===== src/rtl/r3_pkg.sv =====
// Shared definitions for radix-3 delay-feedback stage controllers: phase
// encodings, the phase-to-output-bin mapping and a twiddle width helper.
package r3_pkg;

    typedef enum logic [1:0] {
        PH_FILL0 = 2'd0,
        PH_FILL1 = 2'd1,
        PH_BFLY  = 2'd2
    } r3_phase_e;

    // The sample leaving the butterfly is bin 0 during the butterfly phase,
    // then bins 1 and 2 drain from feedback during the two fill phases.
    function automatic logic [1:0] out_k_of(input r3_phase_e ph);
        case (ph)
            PH_BFLY:  return 2'd0;
            PH_FILL0: return 2'd1;
            PH_FILL1: return 2'd2;
            default:  return 2'd1;
        endcase
    endfunction

    // Smallest address width able to hold the largest exponent 2*(D-1)*stride.
    function automatic int tw_aw_min(input int d, input int stride);
        int max_exp;
        max_exp = 2 * (d - 1) * stride;
        return (max_exp == 0) ? 1 : $clog2(max_exp + 1);
    endfunction

endpackage


===== src/rtl/en_shift_pipe.sv =====
// Clock-enabled shift register of DEPTH stages; the pipe holds its contents
// whenever en is low so a stalled datapath keeps its sideband aligned.
module en_shift_pipe #(
    parameter int WIDTH = 1,
    parameter int DEPTH = 1
) (
    input  logic             clk,
    input  logic             rst_n,
    input  logic             en,
    input  logic [WIDTH-1:0] d,
    output logic [WIDTH-1:0] q
);

    logic [WIDTH-1:0] stage_q [DEPTH];

    genvar gi;
    generate
        for (gi = 0; gi < DEPTH; gi++) begin : g_stage
            logic [WIDTH-1:0] stage_d;

            always_comb begin
                stage_d = stage_q[gi];
                if (en) begin
                    if (gi == 0) stage_d = d;
                    else         stage_d = stage_q[(gi == 0) ? 0 : gi - 1];
                end
            end

            always_ff @(posedge clk or negedge rst_n) begin
                if (!rst_n) stage_q[gi] <= '0;
                else        stage_q[gi] <= stage_d;
            end
        end
    endgenerate

    assign q = stage_q[DEPTH-1];

endmodule


===== src/rtl/r3_stage_ctrl.sv =====
// Sequencer for one radix-3 delay-feedback FFT stage: block index tracking,
// butterfly/feedback phase, twiddle address and latency-aligned valid/sof.
module r3_stage_ctrl
    import r3_pkg::*;
#(
    parameter int D         = 3,
    parameter int LAT       = 2,
    parameter int TW_AW     = 4,
    parameter int TW_STRIDE = 1
) (
    input  logic             clk,
    input  logic             rst_n,
    input  logic             in_valid,
    input  logic             in_sof,
    output logic             en,
    output logic [1:0]       phase,
    output logic             bf_en,
    output logic [1:0]       out_k,
    output logic [TW_AW-1:0] tw_addr,
    output logic             out_valid,
    output logic             out_sof,
    output logic             err_sync
);

    localparam int CW = $clog2(3 * D);
    localparam int SW = (D > 1) ? $clog2(D) : 1;
    localparam logic [CW-1:0] CNT_LAST = CW'(3 * D - 1);
    localparam logic [SW-1:0] SUB_LAST = SW'(D - 1);

    logic [CW-1:0] cnt_q, cnt_d, cur_cnt;
    logic [SW-1:0] sub_q, sub_d, cur_sub;
    r3_phase_e     phase_q, phase_d, cur_phase;
    logic          primed_q, primed_d;
    logic          sof_in, v0, sof0;
    logic [SW:0]   tw_prod;
    logic [1:0]    pipe_tail;

    always_ff @(posedge clk or negedge rst_n) begin
        if (!rst_n) begin
            cnt_q    <= '0;
            sub_q    <= '0;
            phase_q  <= PH_FILL0;
            primed_q <= 1'b0;
        end else begin
            cnt_q    <= cnt_d;
            sub_q    <= sub_d;
            phase_q  <= phase_d;
            primed_q <= primed_d;
        end
    end

    always_comb begin
        sof_in    = in_valid & in_sof;
        err_sync  = sof_in & (cnt_q != '0);
        // A frame start always makes the current sample index 0, so the
        // datapath controls below already reflect the resynchronised position.
        cur_cnt   = sof_in ? '0 : cnt_q;
        cur_sub   = sof_in ? '0 : sub_q;
        cur_phase = sof_in ? PH_FILL0 : phase_q;

        cnt_d    = cnt_q;
        sub_d    = sub_q;
        phase_d  = phase_q;
        primed_d = primed_q;
        if (in_valid) begin
            cnt_d = (cur_cnt == CNT_LAST) ? '0 : cur_cnt + CW'(1);
            if (cur_sub == SUB_LAST) begin
                sub_d   = '0;
                phase_d = (cur_phase == PH_BFLY) ? PH_FILL0
                                                 : r3_phase_e'(cur_phase + 2'd1);
            end else begin
                sub_d   = cur_sub + SW'(1);
                phase_d = cur_phase;
            end
            primed_d = (primed_q & ~err_sync) | (cur_phase == PH_BFLY);
        end

        v0   = in_valid & primed_d;
        sof0 = v0 & (cur_phase == PH_BFLY) & (cur_sub == '0);

        en    = in_valid;
        phase = cur_phase;
        bf_en = in_valid & (cur_phase == PH_BFLY);
        out_k = out_k_of(cur_phase);

        // out_k is 0, 1 or 2, so the product is just a select of 0, sub or sub<<1.
        tw_prod = '0;
        case (out_k)
            2'd1:    tw_prod = {1'b0, cur_sub};
            2'd2:    tw_prod = {cur_sub, 1'b0};
            default: tw_prod = '0;
        endcase
        tw_addr = TW_AW'(32'(tw_prod) * 32'(TW_STRIDE));

        out_valid = pipe_tail[0] & in_valid;
        out_sof   = pipe_tail[1] & in_valid;
    end

    en_shift_pipe #(
        .WIDTH(2),
        .DEPTH(LAT)
    ) u_vs_pipe (
        .clk   (clk),
        .rst_n (rst_n),
        .en    (in_valid),
        .d     ({sof0, v0}),
        .q     (pipe_tail)
    );

endmodule


===== config.mk =====
export PLATFORM = sky130hd
export DESIGN_NAME = r3_stage_ctrl
export DESIGN_NICKNAME = d
export VERILOG_FILES = /design/src/rtl/r3_pkg.sv /design/src/rtl/en_shift_pipe.sv /design/src/rtl/r3_stage_ctrl.sv
export SDC_FILE = /design/constraint.sdc
export NUM_CORES = 1
export LEC_CHECK = 0
export CORE_UTILIZATION = 40
export CTS_BUF_LIST = sky130_fd_sc_hd__clkbuf_16
export DETAILED_ROUTE_END_ITERATION = 12
export PLACE_DENSITY = 0.67
export SLEW_MARGIN = 30
export SYNTH_ARGS = -nofsm -noshare
export SYNTH_HDL_FRONTEND = slang
export SYNTH_SLANG_ARGS = --single-unit

===== constraint.sdc =====
create_clock -name clk -period 1.9 [get_ports clk]
set_input_delay 0.38 -clock clk [delete_from_list [all_inputs] [get_ports clk]]
set_output_delay 0.38 -clock clk [all_outputs]
set_load 0.02 [all_outputs]

==> results.py, run 1 <==
metrics = {
    "power": {
        "p_seq_frac": 0.335,
        "total_power_mw": 1.27,
        "p_comb_frac": 0.347,
        "switchingPower_uw": 425,
        "p_int_uw": 846,
        "clock_power_share": 0.317,
        "swShare": 0.334,
        "p_leak_nw": 0.575,
        "power_density_mw_per_mm2": 1120,
        "vdd_drop_max_mv": 1.02,
    },
    "timing": {
        "hold_viol_final": 0,
        "min_period_ns": 1.82,
        "skew_ns": 0.000760,
        "slew_headroom": 0.590,
        "worst_slew_pin_slew_ns": 0.614,
        "period_share": 0.956,
        "setup-tns-final_ns": 0,
        "rsz0062_at_grt": "no",
        "fmax_ghz": 0.550,
        "setup_violations": 0,
        "whs_ns": 0.494,
        "slew_violations": 0,
    },
    "clock_tree": {
        "insertion_delay_ns": 0.24,
        "cts_buffers": 3,
        "clock-sinks": 13,
        "root_buffer": "clkbuf_16",
        "cts_tree": "done",
        "clk_path_buf_depth": 2,
        "path_clk_slew_ns": 0.05,
        "htreeDepth": 1,
        "postCtsSetupBuffers": 0,
    },
    "synthesis": {
        "avgSynthCellArea_um2": 9.78,
        "ys_top_cells_by_count": "13 x dfrtp_1, 11 x nand2_1, 6 x a21oi_1, 6 x inv_1",
        "synth_edf_count": 0,
        "synth_area_leader_cell": "dfrtp_1",
        "ys_seq_elements": 13,
        "synth_area_leaders": "dfrtp_1 41%, ha_1 7.8%, nand2_1 5.1%",
        "syn-cell-area_um2": 802,
        "ys_async_sr_fraction": 1.00,
        "syn_inst": 82,
        "synth_flop_cell": "dfrtp_1",
        "post_synth_num_cell_types": 31,
        "synth-seq-area-share": 0.406,
        "syn_nets": 91,
        "yosysMostFrequentCell": "dfrtp_1",
        "yosysWarningCount": 0,
        "yosys.area.top_type_share": 0.406,
    },
    "route": {
        "via_per_inst": 5.14,
        "drt-wirelength-per-cell_um": 13.3,
        "antenna_left": 0,
        "totalWireLength_um": 1770,
        "drt_pass1_iterations": 3,
        "dr_total_vias": 683,
        "drt-initial-drc-count": 9,
        "drc": 0,
    },
    "finish": {
        "drive_above_1_share": 0.361,
        "diodes": 0,
        "fillers": 156,
        "final_cells": 133,
        "fin_nets": 118,
        "syn2layout_area_growth_pct": 42.0,
        "design_area_mm2": 0.00114,
    },
    "placed_design": {
        "placed_area_mm2": 0.00108,
        "io_buffers": 15,
        "post-place-cells": 129,
        "gp_congestion": 0.744,
        "post-dp-hpwl_um": 1250,
    },
    "floorplan": {
        "die_area_mm2": 0.00219,
        "core_mm2": 0.00180,
        "die_w_um": 46.8,
        "start_util": 0.445,
        "rows": 15,
        "ioPinCount": 17,
        "die_h_um": 46.8,
    },
    "min_path": {
        "hp-class": "register to register",
        "hp-start": "u_vs_pipe.stage_q[3]",
    },
    "flow_run": {
        "drv_cap": 0,
    },
    "setup_path": {
        "critPathLaunchType": "register",
        "critical_path_class": "register to output port",
        "cp_top_family": "flip-flops",
        "crit_buf_inv": 1,
        "slowest_delay_ns": 0.38,
        "startpoint": "phase_q[1]",
        "critPathArrivalTime_ns": 1.44,
        "required_ns": 1.52,
        "path_cells": "and2_4, ha_4, a22oi_2, a211oi_2, buf_4",
        "crit_slowest_cell": "dfrtp_1",
        "reg2reg_from": "phase_q[1]",
        "reg2reg_slack_ns": 0.52,
        "cp-end-kind": "output port",
        "cp_max_fo": 3,
    },
    "global_routing": {
        "grt_pass1_wl_um": 2920,
        "antenna_found_initial": 0,
        "grt_max_degree": 19,
        "grt_pass1_vias": 647,
        "grt_usage": 0.190,
        "grt_remaining_overflow": 0,
    },
    "outcome": {
        "status": "complete, no violations",
    },
}
## cell usage in the layout, fill, tap and decap left out, types with 2 or more instances in the layout
cell and n:
a21oi_1 6, and2_1 2, and4b_1 3, buf_2 2, buf_4 12, clkbuf_16 3, clkbuf_2 2, clkdlybuf4s50_1 3
dfrtp_1 13, dlygate4sd2_1 6, ha_1 3, ha_4 2, inv_1 5, inv_2 2, mux2_2 3, nand2_1 10
nor2_1 5, o2bb2ai_1 3
## per-stage QoR
step,setup WS [ns],utilization
floorplan,0.0135,-
global placement,-0.746,0.599
detailed placement,-0.772,0.599
CTS,0.00144,0.641
global route,0.0368,0.632
finish,0.0828,0.632
## metal layers
metal / vias to the layer above / part of all wire / GRT usage
met5: - / 0 / 0
met4: 0 / 0.0023 / 0.0400
met3: 2 / 0.052 / 0.0885
met2: 14 / 0.49 / 0.294
met1: 333 / 0.46 / 0.244
li1: 334 / - / -
## layout make-up
| cell class | count | area (µm²) | area share |
|---|---|---|---|
| Tap cell | 25 | 31.3 | 0.0275 |
| Timing Repair Buffer | 27 | 215 | 0.189 |
| Clock inverter | 1 | 5.00 | 0.00440 |
| Sequential cell | 13 | 325 | 0.286 |
| Clock buffer | 3 | 75.1 | 0.0659 |
| Multi-Input combinational cell | 57 | 460 | 0.404 |
| Inverter | 7 | 26.3 | 0.0231 |
## registers in the layout (all words and copies together), names as in the netlist
name / cells
cnt_q: 4
phase_q: 2
sub_q: 2
u_vs_pipe.q: 2
u_vs_pipe.stage_q: 2
primed_q: 1
## cells by family (layout without fill, tap and decap cells)
family                   after synthesis  after routing  share of synthesized area
AND/OR/NAND/NOR                       29             29                      0.229
AO/OA/AOI/OAI                         19             19                      0.164
flip-flops                            13             13                      0.406
buffers and inverters                 12             38                     0.0764
adder cells (fa/ha/maj)                5              5                     0.0780
multiplexers                           3              3                     0.0421
other                                  1              1                    0.00468
## power groups by stage
stage          combinational, mW  clock (mW)  sequential [mW]
6_report                   0.441       0.403            0.426
4_1_cts                    0.450       0.410            0.425
2_1_floorplan              0.292           0            0.419
3_3_place_gp               0.454           0            0.424
3_5_place_dp               0.461           0            0.428
5_1_grt                    0.492       0.420            0.437
## timing repair
| item | in CTS | in global routing |
|---|---|---|
| gates resized for setup | 27 | 3 |
| pin swaps | 1 | 0 |
| setup endpoints to repair | 12 | 6 |
| hold buffers | 0 | 0 |
## path summary, 6_finish.rpt
check                                  endpoint  cells after the start
hold / removal             u_vs_pipe.stage_q[3]                      1
setup reg to reg                     phase_q[0]                      7
min in group asynchronous            phase_q[1]                      1
max in group asynchronous              cnt_q[1]                      1
hold reg to reg            u_vs_pipe.stage_q[3]                      1
setup / recovery                     tw_addr[1]                      5
Power figures use the tool's default switching activity.
==> run 2: changes to the inputs <==
Clock period 1.9 ns to 2.2 ns, I/O delays scaled along.
==> results.py, run 2 (synthesis results as in run 1) <==
metrics = {
    "finish": {
        "fillers": 162,
        "design_area_mm2": 0.00114,
        "fin_nets": 117,
        "diodes": 0,
        "largest_reg_flops": 4,
        "postLayoutCoreUtil": 0.631,
        "final_cell_mix": "13 x dfrtp_1, 13 x buf_4, 10 x nand2_1",
        "drive_above_1_share": 0.327,
        "largest-register": "cnt_q",
        "syn2layout_area_growth_pct": 41.7,
        "final_cells": 132,
    },
    "global_routing": {
        "grt_usage": 0.191,
        "grt_use_met2": 0.303,
        "met1_usage": 0.240,
        "grt_pass1_vias": 620,
        "antenna_found_initial": 0,
        "grtUsageMet3": 0.0577,
        "grt_pass1_wl_um": 2860,
        "top_usage_layer": "met2",
        "grt_remaining_overflow": 0,
        "grt_max_degree": 19,
    },
    "min_path": {
        "hp-class": "register to register",
    },
    "floorplan": {
        "die_w_um": 46.8,
        "die_area_mm2": 0.00219,
        "die_h_um": 46.8,
        "ioPinCount": 17,
        "core_mm2": 0.00180,
        "rows": 15,
        "start_util": 0.445,
    },
    "timing": {
        "fin_ws_ns": 0.0887,
        "worst_slew_pin_slew_ns": 0.600,
        "hold_viol_final": 0,
        "fmax_ghz": 0.474,
        "rsz0062_at_grt": "no",
        "period_share": 0.960,
        "whs_ns": 0.492,
        "setup-tns-final_ns": 0,
        "skew_ns": 0.00295,
        "slew_headroom": 0.598,
        "min_period_ns": 2.11,
        "slew_violations": 0,
        "setup_violations": 0,
    },
    "setup_path": {
        "crit_buf_inv": 3,
        "crit_slowest_cell": "clkdlybuf4s50_1",
        "slowest_delay_ns": 0.60,
        "cp_max_fo": 4,
        "critical_path_class": "input pin to output port",
        "required_ns": 1.76,
        "cp-end-kind": "output port",
        "path_cells": "dlygate4sd2_1, nand2_2, buf_4, nor2_1, clkdlybuf4s50_1",
        "cp_top_family": "buffers and inverters",
        "critPathLaunchType": "input pin",
        "critPathArrivalTime_ns": 1.67,
    },
    "outcome": {
        "status": "complete, no violations",
    },
    "clock_tree": {
        "cts_tree": "done",
        "htreeDepth": 1,
        "insertion_delay_ns": 0.24,
        "cts_buffers": 3,
        "clock-sinks": 13,
        "clk_path_buf_depth": 2,
        "path_clk_slew_ns": 0.05,
        "root_buffer": "clkbuf_16",
    },
    "power": {
        "p_int_uw": 717,
        "switchingPower_uw": 361,
        "p_comb_frac": 0.327,
        "p_seq_frac": 0.358,
        "power_density_mw_per_mm2": 949,
        "p_leak_nw": 0.559,
        "swShare": 0.335,
        "total_power_mw": 1.08,
        "clock_power_share": 0.315,
        "vdd_drop_max_mv": 0.586,
    },
    "route": {
        "drt_pass1_iterations": 2,
        "antenna_left": 0,
        "totalWireLength_um": 1760,
        "drt-wirelength-per-cell_um": 13.3,
        "via_per_inst": 5.06,
        "dr_total_vias": 668,
        "drt-initial-drc-count": 7,
        "drc": 0,
    },
    "placed_design": {
        "gp_congestion": 0.752,
        "io_buffers": 15,
        "placed_area_mm2": 0.00105,
        "place_ws_ns": -0.639,
        "post-place-cells": 127,
        "post-dp-hpwl_um": 1300,
    },
    "flow_run": {
        "drv_cap": 0,
    },
}
## run 2: final timing paths
kind / from / to / slack, ns / cells after the start
max: in_sof / err_sync / 0.09 / 5
min: u_vs_pipe.stage_q[3] / u_vs_pipe.stage_q[3] / 0.49 / 1
max reg2reg: phase_q[1] / phase_q[0] / 0.77 / 7
min reg2reg: u_vs_pipe.stage_q[3] / u_vs_pipe.stage_q[3] / 0.49 / 1
max in group asynchronous: rst_n / cnt_q[3] / 1.23 / 1
min in group asynchronous: rst_n / sub_q[1] / 0.58 / 1
## run 2: cell type report
type | instances | area [µm²] | area share
Clock buffer | 3 | 75.1 | 0.0661
Tap cell | 25 | 31.3 | 0.0275
Sequential cell | 13 | 325 | 0.286
Inverter | 7 | 26.3 | 0.0231
Clock inverter | 1 | 5.00 | 0.00441
Multi-Input combinational cell | 57 | 455 | 0.401
Timing Repair Buffer | 26 | 218 | 0.192
## run 2: metal layers
metal,vias to the layer above,share of wire
li1,332,-
met1,319,0.48
met2,13,0.47
met3,4,0.039
met4,0,0.012
met5,-,0
## run 2: power groups by stage
stage	registers, mW	logic, mW	clock network, mW
after floorplan	0.361	0.248	0
after global placement	0.379	0.356	0
after detailed placement	0.383	0.367	0
after CTS	0.384	0.357	0.348
after global routing	0.395	0.391	0.355
final	0.386	0.352	0.340
## run 2: what timing repair did
action | 4_1_cts | 5_1_grt
hold buffers | 0 | 0
hold endpoints to repair | 0 | 0
endpoints found under the setup margin | 12 | 0
gates resized for setup | 28 | 0
buffers inserted | 1 | 0
